==> src/rtl/ps2_pkg.sv <==
// ps2_pkg: shared definitions for the PS/2 host transmit path.
//   - ps2_tx_state_t : transmitter FSM states
//   - PS2_CMD_* / PS2_RESP_ACK : common mouse command and response bytes
//   - PS2_*_DEF      : default timing constants at a 50 MHz clock
//   - odd_parity()   : parity bit appended to every host-to-device frame
package ps2_pkg;

  typedef enum logic [2:0] {
    IDLE      = 3'd0,
    INHIBIT   = 3'd1,
    START     = 3'd2,
    SEND      = 3'd3,
    WAIT_IDLE = 3'd4
  } ps2_tx_state_t;

  localparam logic [7:0] PS2_CMD_RESET  = 8'hFF;
  localparam logic [7:0] PS2_CMD_ENABLE = 8'hF4;
  localparam logic [7:0] PS2_RESP_ACK   = 8'hFA;

  localparam int PS2_CLK_INHIBIT_DEF = 6000;    // 120 us
  localparam int PS2_DATA_SETUP_DEF  = 100;     // 2 us
  localparam int PS2_TIMEOUT_DEF     = 750000;  // 15 ms

  // Odd parity: the nine bits (data + parity) always hold an odd number of ones.
  function automatic logic odd_parity(input logic [7:0] data);
    return ~^data;
  endfunction

endpackage

==> src/rtl/ps2_line_sync.sv <==
// ps2_line_sync: brings one open-drain PS/2 line into the CLOCK_50 domain.
//   CLOCK_50 : system clock
//   reset    : asynchronous, active-high
//   line_in  : raw line level (asynchronous)
//   line_s   : level after a 2-flop synchronizer
//   fall_s   : one-cycle pulse, 3 cycles after a 1->0 line transition
module ps2_line_sync (
  input  logic CLOCK_50,
  input  logic reset,
  input  logic line_in,
  output logic line_s,
  output logic fall_s
);

  logic meta_r;
  logic sync_r;
  logic prev_r;
  logic fall_r;

  // Synchronizer chain plus registered falling-edge detect; idle level of the bus is 1.
  always_ff @(posedge CLOCK_50 or posedge reset) begin
    if (reset) begin
      meta_r <= 1'b1;
      sync_r <= 1'b1;
      prev_r <= 1'b1;
      fall_r <= 1'b0;
    end else begin
      meta_r <= line_in;
      sync_r <= meta_r;
      prev_r <= sync_r;
      fall_r <= prev_r & ~sync_r;
    end
  end

  assign line_s = sync_r;
  assign fall_s = fall_r;

endmodule

==> src/rtl/ps2_host_tx.sv <==
// ps2_host_tx: sends one command byte from the host to a PS/2 device and
// checks the device's acknowledge bit.
//   CLOCK_50               : system clock
//   reset                  : asynchronous, active-high
//   cmd_data / cmd_valid   : command byte offer
//   cmd_ready              : high only while idle; accept = cmd_valid && cmd_ready
//   ps2_clk_in, ps2_dat_in : raw line levels (asynchronous)
//   ps2_clk_oe, ps2_dat_oe : 1 pulls the corresponding line low
//   tx_busy                : high whenever a transfer is in progress
//   tx_done                : one-cycle pulse, device acknowledged (ack = 0)
//   tx_error / err_timeout : one-cycle failure pulse; err_timeout=1 timeout,
//                            0 NACK; err_timeout holds until the next accept
module ps2_host_tx
  import ps2_pkg::*;
#(
  parameter int CLK_INHIBIT_CYCLES = PS2_CLK_INHIBIT_DEF,
  parameter int DATA_SETUP_CYCLES  = PS2_DATA_SETUP_DEF,
  parameter int TIMEOUT_CYCLES     = PS2_TIMEOUT_DEF
) (
  input  logic       CLOCK_50,
  input  logic       reset,
  input  logic [7:0] cmd_data,
  input  logic       cmd_valid,
  output logic       cmd_ready,
  input  logic       ps2_clk_in,
  input  logic       ps2_dat_in,
  output logic       ps2_clk_oe,
  output logic       ps2_dat_oe,
  output logic       tx_busy,
  output logic       tx_done,
  output logic       tx_error,
  output logic       err_timeout
);

  localparam int INH_W = $clog2(CLK_INHIBIT_CYCLES + 1);
  localparam int SET_W = $clog2(DATA_SETUP_CYCLES + 1);
  localparam int WD_W  = $clog2(TIMEOUT_CYCLES + 1);

  localparam logic [INH_W-1:0] INH_LAST = INH_W'(CLK_INHIBIT_CYCLES - 1);
  localparam logic [SET_W-1:0] SET_LAST = SET_W'(DATA_SETUP_CYCLES - 1);
  localparam logic [WD_W-1:0]  WD_LAST  = WD_W'(TIMEOUT_CYCLES - 1);

  logic clk_line_s;
  logic clk_fall_s;
  logic dat_line_s;
  logic dat_fall_s;

  ps2_tx_state_t    state_r, state_s;
  logic [7:0]       byte_r, byte_s;
  logic             parity_r, parity_s;
  logic             ack_r, ack_s;
  logic [INH_W-1:0] inh_cnt_r, inh_cnt_s;
  logic [SET_W-1:0] set_cnt_r, set_cnt_s;
  logic [WD_W-1:0]  wd_cnt_r, wd_cnt_s;
  logic [3:0]       bit_cnt_r, bit_cnt_s;
  logic             dat_drive_s;
  logic             done_s, error_s, err_to_s;

  logic clk_oe_r, dat_oe_r, busy_r, ready_r, done_r, error_r, err_to_r;

  ps2_line_sync u_clk_sync (
    .CLOCK_50 (CLOCK_50),
    .reset    (reset),
    .line_in  (ps2_clk_in),
    .line_s   (clk_line_s),
    .fall_s   (clk_fall_s)
  );

  ps2_line_sync u_dat_sync (
    .CLOCK_50 (CLOCK_50),
    .reset    (reset),
    .line_in  (ps2_dat_in),
    .line_s   (dat_line_s),
    .fall_s   (dat_fall_s)
  );

  // Next-state, datapath and output-pulse logic of the transmit FSM.
  always_comb begin
    state_s     = state_r;
    byte_s      = byte_r;
    parity_s    = parity_r;
    ack_s       = ack_r;
    inh_cnt_s   = inh_cnt_r;
    set_cnt_s   = set_cnt_r;
    wd_cnt_s    = wd_cnt_r;
    bit_cnt_s   = bit_cnt_r;
    dat_drive_s = dat_oe_r;
    done_s      = 1'b0;
    error_s     = 1'b0;
    err_to_s    = err_to_r;

    case (state_r)
      IDLE: begin
        if (cmd_valid && ready_r) begin
          state_s   = INHIBIT;
          byte_s    = cmd_data;
          parity_s  = odd_parity(cmd_data);
          err_to_s  = 1'b0;
          inh_cnt_s = '0;
        end else begin
          state_s = IDLE;
        end
      end

      INHIBIT: begin
        if (inh_cnt_r == INH_LAST) begin
          state_s     = START;
          set_cnt_s   = '0;
          dat_drive_s = 1'b1;
        end else begin
          inh_cnt_s = inh_cnt_r + 1'b1;
        end
      end

      START: begin
        // Start bit is 0: keep data pulled low, then release the clock.
        dat_drive_s = 1'b1;
        if (set_cnt_r == SET_LAST) begin
          state_s   = SEND;
          wd_cnt_s  = '0;
          bit_cnt_s = 4'd0;
        end else begin
          set_cnt_s = set_cnt_r + 1'b1;
        end
      end

      SEND: begin
        // Watchdog is checked first so it wins over a coincident 11th edge.
        if (wd_cnt_r == WD_LAST) begin
          state_s     = IDLE;
          error_s     = 1'b1;
          err_to_s    = 1'b1;
          dat_drive_s = 1'b0;
        end else begin
          wd_cnt_s = wd_cnt_r + 1'b1;
          if (clk_fall_s) begin
            bit_cnt_s = (bit_cnt_r == 4'd11) ? 4'd11 : bit_cnt_r + 4'd1;
            // bit_cnt_r counts edges already seen, so this is edge k = bit_cnt_r + 1.
            case (bit_cnt_r)
              4'd0, 4'd1, 4'd2, 4'd3,
              4'd4, 4'd5, 4'd6, 4'd7: dat_drive_s = ~byte_r[bit_cnt_r[2:0]];
              4'd8:    dat_drive_s = ~parity_r;
              4'd9:    dat_drive_s = 1'b0;
              4'd10: begin
                dat_drive_s = 1'b0;
                ack_s       = dat_line_s;
                state_s     = WAIT_IDLE;
              end
              default: dat_drive_s = 1'b0;
            endcase
          end else begin
            bit_cnt_s = bit_cnt_r;
          end
        end
      end

      WAIT_IDLE: begin
        dat_drive_s = 1'b0;
        if (wd_cnt_r == WD_LAST) begin
          state_s  = IDLE;
          error_s  = 1'b1;
          err_to_s = 1'b1;
        end else begin
          wd_cnt_s = wd_cnt_r + 1'b1;
          // A data fall registered this cycle means the line was low a moment
          // ago; give the bus one more cycle to settle before calling it idle.
          if (clk_line_s && dat_line_s && !dat_fall_s) begin
            state_s = IDLE;
            if (ack_r) begin
              error_s  = 1'b1;
              err_to_s = 1'b0;
            end else begin
              done_s = 1'b1;
            end
          end else begin
            state_s = WAIT_IDLE;
          end
        end
      end

      default: begin
        state_s     = IDLE;
        dat_drive_s = 1'b0;
      end
    endcase
  end

  // State, datapath and registered outputs; outputs are decoded from the next state.
  always_ff @(posedge CLOCK_50 or posedge reset) begin
    if (reset) begin
      state_r   <= IDLE;
      byte_r    <= 8'h00;
      parity_r  <= 1'b0;
      ack_r     <= 1'b0;
      inh_cnt_r <= '0;
      set_cnt_r <= '0;
      wd_cnt_r  <= '0;
      bit_cnt_r <= 4'd0;
      clk_oe_r  <= 1'b0;
      dat_oe_r  <= 1'b0;
      busy_r    <= 1'b0;
      ready_r   <= 1'b1;
      done_r    <= 1'b0;
      error_r   <= 1'b0;
      err_to_r  <= 1'b0;
    end else begin
      state_r   <= state_s;
      byte_r    <= byte_s;
      parity_r  <= parity_s;
      ack_r     <= ack_s;
      inh_cnt_r <= inh_cnt_s;
      set_cnt_r <= set_cnt_s;
      wd_cnt_r  <= wd_cnt_s;
      bit_cnt_r <= bit_cnt_s;
      clk_oe_r  <= (state_s == INHIBIT) || (state_s == START);
      dat_oe_r  <= ((state_s == IDLE) || (state_s == INHIBIT)) ? 1'b0 : dat_drive_s;
      busy_r    <= (state_s != IDLE);
      ready_r   <= (state_s == IDLE);
      done_r    <= done_s;
      error_r   <= error_s;
      err_to_r  <= err_to_s;
    end
  end

  assign cmd_ready   = ready_r;
  assign tx_busy     = busy_r;
  assign ps2_clk_oe  = clk_oe_r;
  assign ps2_dat_oe  = dat_oe_r;
  assign tx_done     = done_r;
  assign tx_error    = error_r;
  assign err_timeout = err_to_r;

endmodule
==> config.mk <==
export PLATFORM = sky130hd
export DESIGN_NAME = ps2_host_tx
export DESIGN_NICKNAME = d
export VERILOG_FILES = /design/src/rtl/ps2_pkg.sv /design/src/rtl/ps2_line_sync.sv /design/src/rtl/ps2_host_tx.sv
export SDC_FILE = /design/constraint.sdc
export NUM_CORES = 1
export LEC_CHECK = 0
export ABC_AREA = 1
export CAP_MARGIN = 15
export CORE_MARGIN = 4
export CORE_UTILIZATION = 60
export CTS_CLUSTER_DIAMETER = 200
export CTS_CLUSTER_SIZE = 14
export DETAILED_ROUTE_END_ITERATION = 8
export PLACE_DENSITY = 0.83
export RECOVER_POWER = 50
export SETUP_SLACK_MARGIN = 0.2
export SLEW_MARGIN = 15
export SYNTH_ARGS = -nofsm -noshare
export SYNTH_HDL_FRONTEND = slang
export SYNTH_SLANG_ARGS = --single-unit
==> constraint.sdc <==
create_clock -name CLOCK_50 -period 2.64 [get_ports CLOCK_50]
set_input_delay 0.264 -clock CLOCK_50 [delete_from_list [all_inputs] [get_ports CLOCK_50]]
set_output_delay 0.264 -clock CLOCK_50 [all_outputs]
set_load 0.05 [all_outputs]
==> metrics.md <==
| Metric | Value |
|---|---|
| Worst-Skew Late Latency | 350 ps |
| Port Buf Inserts | 19 |
| Overflow after GRT | 0 |
| Cts repair resizes | 0 |
| Clock sink count | 72 |
| Least-Margin Pin Slew | 940.2 ps |
| Chip height | 89.78 µm |
| CP endpoint kind | flop |
| # hold bufs at CTS | 0 |
| DRT Wirelength | 8276 µm |
| CP peak stage delay | 390 ps |
| Worst slack at placement | 602.0 ps |
| Iter 0 DRT Violations | 263 |
| Post-Layout Cell Count | 632 |
| Synthesized net count | 544 |
| Pwr/cell area | 459.0 mW/mm² |
| Switch Pwr | 429.2 µW |
| Xor/xnor share of the synthesized area | 0.05893 |
| Leak | 0.002060 µW |
| Per-cell routed wire length | 13.09 µm |
| Worst EP required | 2880 ps |
| Setup bufs post-CTS | 0 |
| Post-synthesis cell type count | 37 |
| TritonCTS clock tree | built |
| Area of the multi-input gates | 0.001921 mm² |
| Initial antenna violation count | 0 |
| ANT nets after route | 0 |
| Post-route DRC | 0 |
| Sequential fraction of design power | 0.542 |
| # rows | 29 |
| Post-Synth Adder-Cell Area | 0.02183 |
| Core area | 0.006422 mm² |
| Min Hold Slack | 362.2 ps |
| Pint | 1628 µW |
| FF+latch area | 0.001810 mm² |
| GPL Wtd Cong | 0.9548 |
| Yosys warning count | 0 |
| Total track usage | 0.2196 |
| Share of cells above drive strength 1 | 0.08649 |
| Largest family of logic cells by synthesized area | simple AND/OR/NAND/NOR gates |
| Via Count | 3493 |
| Final hold vios | 0 |
| Setup violators final | 0 |
| Slowest-stage cell, CP | dfrtp_1 |
| CP most frequent cell | nand2_1 |
| I/O pins | 20 |
| Slew HR | 0.3725 |
| Final number of max-transition violations | 0 |
| Drt via density | 5.527 |
| Worst min path class | flop to flop |
| Status | complete, no violations |
| Clock network power share | 0.425 |
| Maximum root-to-sink buffer count | 2 |
| DIE AREA | 0.008060 mm² |
| Worst EP arrival | 2340 ps |
| Final setup TNS | 0 ps |
| Crit Path Category | flop to flop |
| HPWL Detailed | 5993 µm |
| Cells after synthesis | 524 |
| Synth top area cells | dfrtp_1 (41%), nand2_1 (15%), nor2_1 (5.6%) |
| N_diodes | 0 |
| Most frequent cells in the layout | nand2_1 (159), dfrtp_1 (65), nor2_1 (60) |
| Drt pass-1 iters | 5 |
| Htree depth | 3 |
| Clk pin slew, worst setup/hold paths | 70 ps |
| Starting density of the core | 0.6248 |
| RSZ-0062 raised after global routing | no |
| Dominant cell type by area after synthesis | dfrtp_1 |
| Fin crit period | 2098 ps |
| Startpoint types | flop |
| Max FO, Critical Path | 19 |
| Max Cap Violations | 0 |
| Skew final | 10.32 ps |
| Crit share post-route | 0.7946 |
| P&R area growth vs syn | 11.69% |
| CTS buffer count | 9 |
| Area share of the largest cell type after synthesis | 0.4054 |
| Placed insts | 616 |
| Setup slack after layout | 542.2 ps |
| R2r setup slk | 540 ps |
| Synthesized area per cell | 7.658 µm² |
| Largest net degree at the start of global routing | 51 |
| Die W | 89.78 µm |
| Mux cell area share after synthesis | 0 |
| Vias in the first global route | 3308 |
| Comb power frac | 0.032 |
| Yosys reg bits | 72 |
| Layout Nets | 570 |
| VDD IR-drop max | 0.4241 mV |
| Post-synthesis simple-gate area fraction | 0.3249 |
| Peak Freq | 476.7 MHz |
| Critical-path cell list | ha_1 -> nand2_1 -> inv_1 -> nand2_1 -> nor2_1 -> nand2_1 -> nand2_2 -> nand2_2 -> nor2_1 -> nand3_1 -> inv_1 -> nand2_1 |
| Fill cells | 545 |
| Sequential fraction of the synthesis area | 0.4512 |
| CTS root buf | clkbuf_8 |
| Most common cell after layout, fill and taps aside | nand2_1 |
| First-pass GRT wire length | 14730 µm |
| Sw Ratio | 0.2086 |
| Area fraction in compound gates after synthesis | 0.07297 |
| Post-Syn Area | 0.004013 mm² |
[cells in the mapped netlist (all sizes together)]
library cell and instances:
a21oi 6, a31oi 2, buf 5, clkbuf 1, dfrtp 65, dfstp 7, ha 7, inv 62
nand2 162, nand3 44, nand3b 2, nand4 11, nor2 64, nor3 12, nor3b 2, nor4 1
o211ai 3, o21ai 32, o21bai 1, o22ai 6, o32ai 1, or2 1, xnor2 6, xor2 21
[worst max-delay path, delay by kind of cell, from the launching register on]
family        cells  cell delay, ps
fa+ha+maj         1             300
buf+inv           2             160
flops             1             390
simple gates      9            1140
[power groups by stage]
| stage | clock [µW] | sequential [µW] | combinational [µW] |
|---|---|---|---|
| 2_1_floorplan | 0 | 1140 | 36.0 |
| 3_3_place_gp | 0 | 1140 | 68.0 |
| 3_5_place_dp | 0 | 1140 | 69.7 |
| 4_1_cts | 890 | 1120 | 70.0 |
| 5_1_grt | 955 | 1120 | 74.4 |
| 6_report | 875 | 1120 | 66.6 |
[flip-flops by register name, summed over array words and instances (netlist names), 3 cells and up]
register,flops
state_r,3
inh_cnt_r,13
byte_r,8
bit_cnt_r,4
set_cnt_r,7
wd_cnt_r,20
[cells by family after synthesis]
| logic type | Yosys count |
|---|---|
| DFF | 72 |
| xor gates and xnor gates | 27 |
| AOI/OAI and AO/OA | 51 |
| buffers and inverters | 68 |
| and+or+nand+nor | 299 |
| adders and majority gates | 7 |
[final cells by class]
cell class | count | share of cell area
Tap cell | 77 | 0.02150
Clock inverter | 3 | 0.008934
Timing Repair Buffer | 21 | 0.04858
Inverter | 62 | 0.05304
Clock buffer | 13 | 0.03545
Sequential cell | 72 | 0.4040
Multi-Input combinational cell | 384 | 0.4285
[layer usage]
metal,track usage,vias to the layer above,part of all wire
met5,0,-,0
met3,0.05593,15,0.053
met2,0.3477,91,0.46
met1,0.2992,1649,0.47
li1,-,1738,-
met4,0.06641,0,0.019
[path summary, 6_finish.rpt]
path / from / endpoint / cells after the start
worst max-delay path: inh_cnt_r[0] / tx_busy / 12
worst min-delay path: u_clk_sync.meta_r / u_clk_sync.line_s / 0
worst max register to register: inh_cnt_r[0] / tx_busy / 12
worst min register to register: u_clk_sync.meta_r / u_clk_sync.line_s / 0
max in group asynchronous: reset / u_dat_sync.meta_r / 3
min in group asynchronous: reset / bit_cnt_r[3] / 2
[per-stage QoR]
stage | cell area, µm² | utilization | total power (µW)
after global placement | 4283 | 0.6669 | 1204
final | 4482 | 0.6978 | 2057
after CTS | 4482 | 0.6978 | 2076
after global routing | 4482 | 0.6978 | 2144
after floorplan | 4013 | - | 1172
after detailed placement | 4283 | 0.6669 | 1206
No activity file was read; power rests on OpenSTA's default activity.
